--- src/rtl/mips_pkg.sv ---
// Shared definitions for the MIPS boot path.
// Holds the loader state encoding and stream framing constants.
package mips_pkg;

  localparam logic [2:0] S_IDLE    = 3'd0;
  localparam logic [2:0] S_LEN_HI  = 3'd1;
  localparam logic [2:0] S_LEN_LO  = 3'd2;
  localparam logic [2:0] S_COLLECT = 3'd3;
  localparam logic [2:0] S_WRITE   = 3'd4;
  localparam logic [2:0] S_DONE    = 3'd5;
  localparam logic [2:0] S_ERR     = 3'd6;

  typedef enum logic [2:0] {
    IDLE    = S_IDLE,
    LEN_HI  = S_LEN_HI,
    LEN_LO  = S_LEN_LO,
    COLLECT = S_COLLECT,
    WRITE   = S_WRITE,
    DONE    = S_DONE,
    ERR     = S_ERR
  } ld_state_e;

  localparam int HDR_BYTES      = 2;
  localparam int BYTES_PER_WORD = 4;

endpackage

--- src/rtl/word_assembler.sv ---
// Packs a byte stream into big-endian 32-bit words.
// Ports: clk, rst, clear, shift_en, byte_in -> word_out, word_full.
module word_assembler
  import mips_pkg::*;
(
  input  logic        clk,
  input  logic        rst,
  input  logic        clear,
  input  logic        shift_en,
  input  logic [7:0]  byte_in,
  output logic [31:0] word_out,
  output logic        word_full
);

  localparam logic [1:0] LAST = 2'(BYTES_PER_WORD - 1);

  logic [31:0] sr_q;
  logic [31:0] sr_d;
  logic [1:0]  cnt_q;

  // word_out shows the word including the byte shifted in this
  // cycle, so the loader can latch a full word on the 4th byte.
  always_comb begin
    sr_d = sr_q;
    if (shift_en) sr_d = {sr_q[23:0], byte_in};
  end

  assign word_out  = sr_d;
  assign word_full = shift_en && (cnt_q == LAST);

  always_ff @(posedge clk) begin
    if (rst || clear) begin
      sr_q  <= '0;
      cnt_q <= '0;
    end else if (shift_en) begin
      sr_q  <= sr_d;
      cnt_q <= cnt_q + 2'd1;
    end
  end

endmodule

--- src/rtl/inst_mem_loader.sv ---
// Boot loader: byte stream -> instruction memory word writes.
// Ports: start/in_* stream in; wr_* memory port; cpu_rst/done/error status.
module inst_mem_loader
  import mips_pkg::*;
#(
  parameter int DEPTH_WORDS = 256,
  parameter int ADDR_W      = 32
) (
  input  logic              clk,
  input  logic              rst,
  input  logic              start,
  input  logic              in_valid,
  input  logic [7:0]        in_data,
  output logic              in_ready,
  output logic              wr_en,
  output logic [ADDR_W-1:0] wr_addr,
  output logic [31:0]       wr_data,
  output logic              cpu_rst,
  output logic              done,
  output logic              error
);

  localparam logic [31:0] DEPTH_U = DEPTH_WORDS;

  ld_state_e   state_q;
  logic [7:0]  n_hi_q;
  logic [15:0] n_q;
  logic [15:0] word_cnt_q;
  logic [15:0] n_d;
  logic [17:0] byte_addr;
  logic        xfer;
  logic        start_ok;
  logic        shift_en;
  logic [31:0] asm_word;
  logic        asm_full;

  assign xfer      = in_valid && in_ready;
  assign start_ok  = start && (state_q == IDLE ||
                               state_q == DONE ||
                               state_q == ERR);
  assign shift_en  = xfer && (state_q == COLLECT);
  assign n_d       = {n_hi_q, in_data};
  assign byte_addr = {word_cnt_q, 2'b00};

  word_assembler u_asm (
    .clk      (clk),
    .rst      (rst),
    .clear    (start_ok),
    .shift_en (shift_en),
    .byte_in  (in_data),
    .word_out (asm_word),
    .word_full(asm_full)
  );

  // Outputs are registered alongside the state so they always
  // reflect the state being entered.
  always_ff @(posedge clk) begin
    if (rst) begin
      state_q    <= IDLE;
      n_hi_q     <= '0;
      n_q        <= '0;
      word_cnt_q <= '0;
      in_ready   <= 1'b0;
      wr_en      <= 1'b0;
      wr_addr    <= '0;
      wr_data    <= '0;
      cpu_rst    <= 1'b1;
      done       <= 1'b0;
      error      <= 1'b0;
    end else begin
      wr_en <= 1'b0;
      unique case (state_q)
        IDLE, DONE, ERR: begin
          if (start) begin
            state_q    <= LEN_HI;
            word_cnt_q <= '0;
            wr_addr    <= '0;
            in_ready   <= 1'b1;
            cpu_rst    <= 1'b1;
            done       <= 1'b0;
            error      <= 1'b0;
          end
        end
        LEN_HI: begin
          if (xfer) begin
            n_hi_q  <= in_data;
            state_q <= LEN_LO;
          end
        end
        LEN_LO: begin
          if (xfer) begin
            n_q <= n_d;
            if (n_d == 16'd0) begin
              state_q  <= DONE;
              in_ready <= 1'b0;
              done     <= 1'b1;
              cpu_rst  <= 1'b0;
            end else if ({16'd0, n_d} > DEPTH_U) begin
              state_q  <= ERR;
              in_ready <= 1'b0;
              error    <= 1'b1;
            end else begin
              state_q <= COLLECT;
            end
          end
        end
        COLLECT: begin
          if (asm_full) begin
            state_q  <= WRITE;
            in_ready <= 1'b0;
            wr_en    <= 1'b1;
            wr_data  <= asm_word;
            wr_addr  <= ADDR_W'(byte_addr);
          end
        end
        WRITE: begin
          word_cnt_q <= word_cnt_q + 16'd1;
          if (word_cnt_q + 16'd1 == n_q) begin
            state_q <= DONE;
            done    <= 1'b1;
            cpu_rst <= 1'b0;
          end else begin
            state_q  <= COLLECT;
            in_ready <= 1'b1;
          end
        end
        default: begin
          state_q  <= IDLE;
          in_ready <= 1'b0;
          cpu_rst  <= 1'b1;
        end
      endcase
    end
  end

endmodule
--- config.mk ---
export PLATFORM = sky130hd
export DESIGN_NAME = inst_mem_loader
export DESIGN_NICKNAME = d
export VERILOG_FILES = /design/src/rtl/mips_pkg.sv /design/src/rtl/word_assembler.sv /design/src/rtl/inst_mem_loader.sv
export SDC_FILE = /design/constraint.sdc
export NUM_CORES = 1
export LEC_CHECK = 0
export ABC_AREA = 1
export CORE_MARGIN = 3
export CORE_UTILIZATION = 45
export CTS_BUF_LIST = sky130_fd_sc_hd__clkbuf_8
export DETAILED_ROUTE_END_ITERATION = 12
export PLACE_DENSITY = 0.76
export SKIP_CTS_REPAIR_TIMING = 1
export SLEW_MARGIN = 15
export SYNTH_ARGS = -nofsm -noshare
export SYNTH_HDL_FRONTEND = slang
export SYNTH_SLANG_ARGS = --single-unit
export TNS_END_PERCENT = 5
--- constraint.sdc ---
create_clock -name clk -period 2.4 [get_ports clk]
set_clock_uncertainty 0.1 [all_clocks]
set_input_delay 0.48 -clock clk [delete_from_list [all_inputs] [get_ports clk]]
set_output_delay 0.48 -clock clk [all_outputs]
set_load 0.05 [all_outputs]
==> metrics.md <==
| Metric | Value |
|---|---|
| Status | `finished, final reports clean` |
| H-Tree Depth | `4` |
| P_leak | `approximately 0.0028 uW` |
| CTS buffer count | `17` |
| Mux cell area share after synthesis | `0%` |
| Post-route setup slack | `roughly 0.17 ns` |
| Hold_ws | `between 0.3 and 0.4 ns` |
| Most common flop cell mapped by yosys | `dfxtp_1` |
| R2r setup slk | `approximately 0.2 ns` |
| Worst r2r src | `word_cnt_q[1]` |
| Hold depth | `2` |
| Worst reg2reg path endpoint | `state_q[2]` |
| Share of layout cells above drive strength 1 | `9.23%` |
| Synth Instances | `between 700 and 800` |
| Synth Warn # | `0` |
| CTS clk-pin slew, worst paths | `about 0.080 ns` |
| Final-stage net count | `just under 900` |
| 1st-iter DRT viols | `approximately 430` |
| Most frequent cell after synthesis | `nand2_1` |
| Clk sinks | `about 120` |
| Die area | `about 0.013 mm^2` |
| Final TNS setup | `0 ns` |
| Highest-delay cell along the critical path | `clkdlybuf4s50_1` |
| Highest clock rate | `roughly 0.45 GHz` |
| Seq cells post-synth | `between 100 and 150` |
| Synth top area share | `44.7%` |
| Post-synthesis xor/xnor area fraction | `less than 1%` |
| Max incr delay on CP | `roughly 0.83 ns` |
| Crit start category | `flop` |
| Largest family of logic cells by synthesized area | `simple AND/OR/NAND/NOR gates` |
| I/O pin total | `81` |
| Worst hold path class | `flop to flop` |
| # rows | `39` |
| Area delta synth->final | `23.9%` |
| Crit-path cells | `clkdlybuf4s50_1` |
| Vias in the first global route | `4700` |
| Layout Cells excl Fill | `between 1000 and 1500` |
| Vias | `5209` |
| Hold Vio Cnt, Final | `0` |
| DRC | `0` |
| Max cap viols | `0` |
| Largest net degree at the start of global routing | `44` |
| Hold Path End | `wr_data[28]` |
| Core Region | `0.0117 mm^2` |
| Initial antenna violation count | `0` |
| Die width | `roughly 120 um` |
| Worst-Skew Late Latency | `0.44 ns` |
| Dpl hpwl | `around 9.4 mm` |
| Top cells by area, synth | `dfxtp_1 (45%), nand2_1 (13%), nand3_1 (8.2%)` |
| Critical path arrival | `1.65 ns` |
| Post-synthesis adder-cell area fraction | `less than 1%` |
| ANT cells | `0` |
| Filler cell count | `1112` |
| Number of synthesized flops with an enable pin | `0` |
| Syn Area/Cell | `~7 um^2` |
| Cell Area, Synth | `approximately 0.0055 mm^2` |
| Placer Congestion | `0.880` |
| Max Fanout on Critical Path | `3` |
| Pwr Density | `~840 mW/mm^2` |
| Simple-Gate Fraction of Synth Area | `between 30% and 40%` |
| Max VDD drop | `about 0.00038 V` |
| Synth async-reset ratio | `0%` |
| Post-synthesis sequential area ratio | `44.7%` |
| Period Utilization, post-route | `a little over 90%` |
| Compound-gate portion of the synthesized area | `between 10% and 20%` |
| Pre-CTS setup slack | `-0.0333 ns` |
| Distinct cell type count after synthesis | `29` |
| Pins Over Slew Limit | `0` |
| CP delay by family, top | `buffers and inverters` |
| Via density | `approximately 5.2` |
| PortBufs | `64` |
| CTS tree | `done` |
| Final setup fails | `0` |
| Placed Cells | `~1000` |
| Global route overflow | `0` |
| Tot Pwr | `5680 uW` |
| Total track usage | `20.9%` |
| Initial Util | `46.8%` |
| Slew HR | `50.4%` |
| Worst setup EP type | `primary output` |
| Root Driver | `clkbuf_8` |
| RSZ-0062 raised after global routing | `yes` |
| Total wire length | `between 10 and 15 mm` |
| Start point of the worst hold path | `u_asm.sr_q[20]` |
| Critical path type | `flop to primary output` |
| DRT antenna net count | `0` |
| Slew @ Worst Pin | `around 0.74 ns` |
| Longest Clk Path Bufs | `2` |
| Synth area leader | `dfxtp_1` |
| R2R depth | `16` |
| Critical path buffers and inverters | `1` |
| TritonRoute pass-1 iters | `6` |
| Post-synth top cells | `nand2_1 (195), dfxtp_1 (122), nand3_1 (90)` |
| Die Y | `116 um` |
| Min Clock Period, post-route | `approximately 2.2 ns` |
| Global-route wire length before repair | `around 22 mm` |
| DR WL/cell | `~13 um` |
| Required @ worst endpoint | `approximately 1.8 ns` |
==> area by class of cell <==
type                            instances  area [um^2]  share of cell area (%)
Timing Repair Buffer                   93          883                    13.1
Sequential cell                       122         2440                    36.1
Multi-Input combinational cell        551         2580                    38.2
Clock inverter                         13          156                    2.31
Clock buffer                           19          262                    3.87
Inverter                               69          259                    3.83
Tap cell                              143          179                    2.64
==> logic make-up (layout without fill, tap and decap cells) <==
family          Yosys count  in the layout
compound gates          148            148
other cells               1             16
flops                   122            122
fa+ha+maj                 2              2
buf+inv                 124            194
xor+xnor                  4              4
simple gates            381            381
==> worst max path at each step <==
stage | cells past startpoint | endpoint | from
3_5_place_dp | 6 | word_cnt_q[10] | start
6_report | 1 | in_ready | in_ready
2_1_floorplan | 14 | cpu_rst | word_cnt_q[0]
4_1_cts | 14 | cpu_rst | word_cnt_q[1]
3_3_place_gp | 6 | word_cnt_q[2] | start
5_1_grt | 14 | cpu_rst | word_cnt_q[1]
==> power by group <==
group	internal [uW]	switching, uW
Sequential	2170	87.2
Combinational	475	1040
Clock	1010	897
Total	3650	2030
==> state kept, by name, indices dropped and copies added, names as in the netlist <==
signal	cells
in_ready	1
u_asm.cnt_q	2
done	1
word_cnt_q	16
n_q	16
cpu_rst	1
wr_data	32
n_hi_q	8
wr_addr	16
u_asm.sr_q	24
state_q	3
wr_en	1
error	1
==> through the flow <==
step	area, um^2	utilization, %
after global placement	6300	54.0
final	6770	58.0
after floorplan	5520	-
after CTS	6720	57.6
after detailed placement	6300	54.0
after global routing	6770	58.0
==> routing by layer <==
metal  wire length [um]  global-route usage (%)  part of all wire, %
met5                  0                       0                    0
met4                239                    7.81                  1.8
met3                775                    5.13                  5.7
met2               6110                    32.1                   45
met1               6480                    28.6                   48
==> cells in the final DEF, fill, tap and decap left out <==
| cell | count |
|---|---|
| a211oi_1 | 4 |
| a21oi_1 | 83 |
| a21oi_2 | 1 |
| a31oi_1 | 1 |
| buf_12 | 2 |
| buf_4 | 27 |
| bufinv_16 | 2 |
| clkbuf_8 | 19 |
| clkdlybuf4s50_1 | 64 |
| clkinv_4 | 2 |
| clkinvlp_4 | 2 |
| conb_1 | 16 |
| dfxtp_1 | 121 |
| dfxtp_2 | 1 |
| ha_1 | 1 |
| ha_2 | 1 |
| inv_1 | 68 |
| inv_2 | 1 |
| inv_6 | 6 |
| inv_8 | 1 |
| nand2_1 | 194 |
| nand2_2 | 3 |
| nand3_1 | 89 |
| nand3_2 | 1 |
| nand3b_1 | 7 |
| nand4_1 | 14 |
| nand4_2 | 1 |
| nor2_1 | 59 |
| nor2_2 | 4 |
| nor2_4 | 5 |
| nor3_1 | 2 |
| nor3b_1 | 2 |
| o21ai_0 | 56 |
| o21ai_1 | 1 |
| o21bai_2 | 1 |
| o22ai_1 | 1 |
| xnor2_1 | 1 |
| xnor3_1 | 1 |
| xor2_1 | 2 |
No activity file was read; power rests on OpenSTA's default activity.
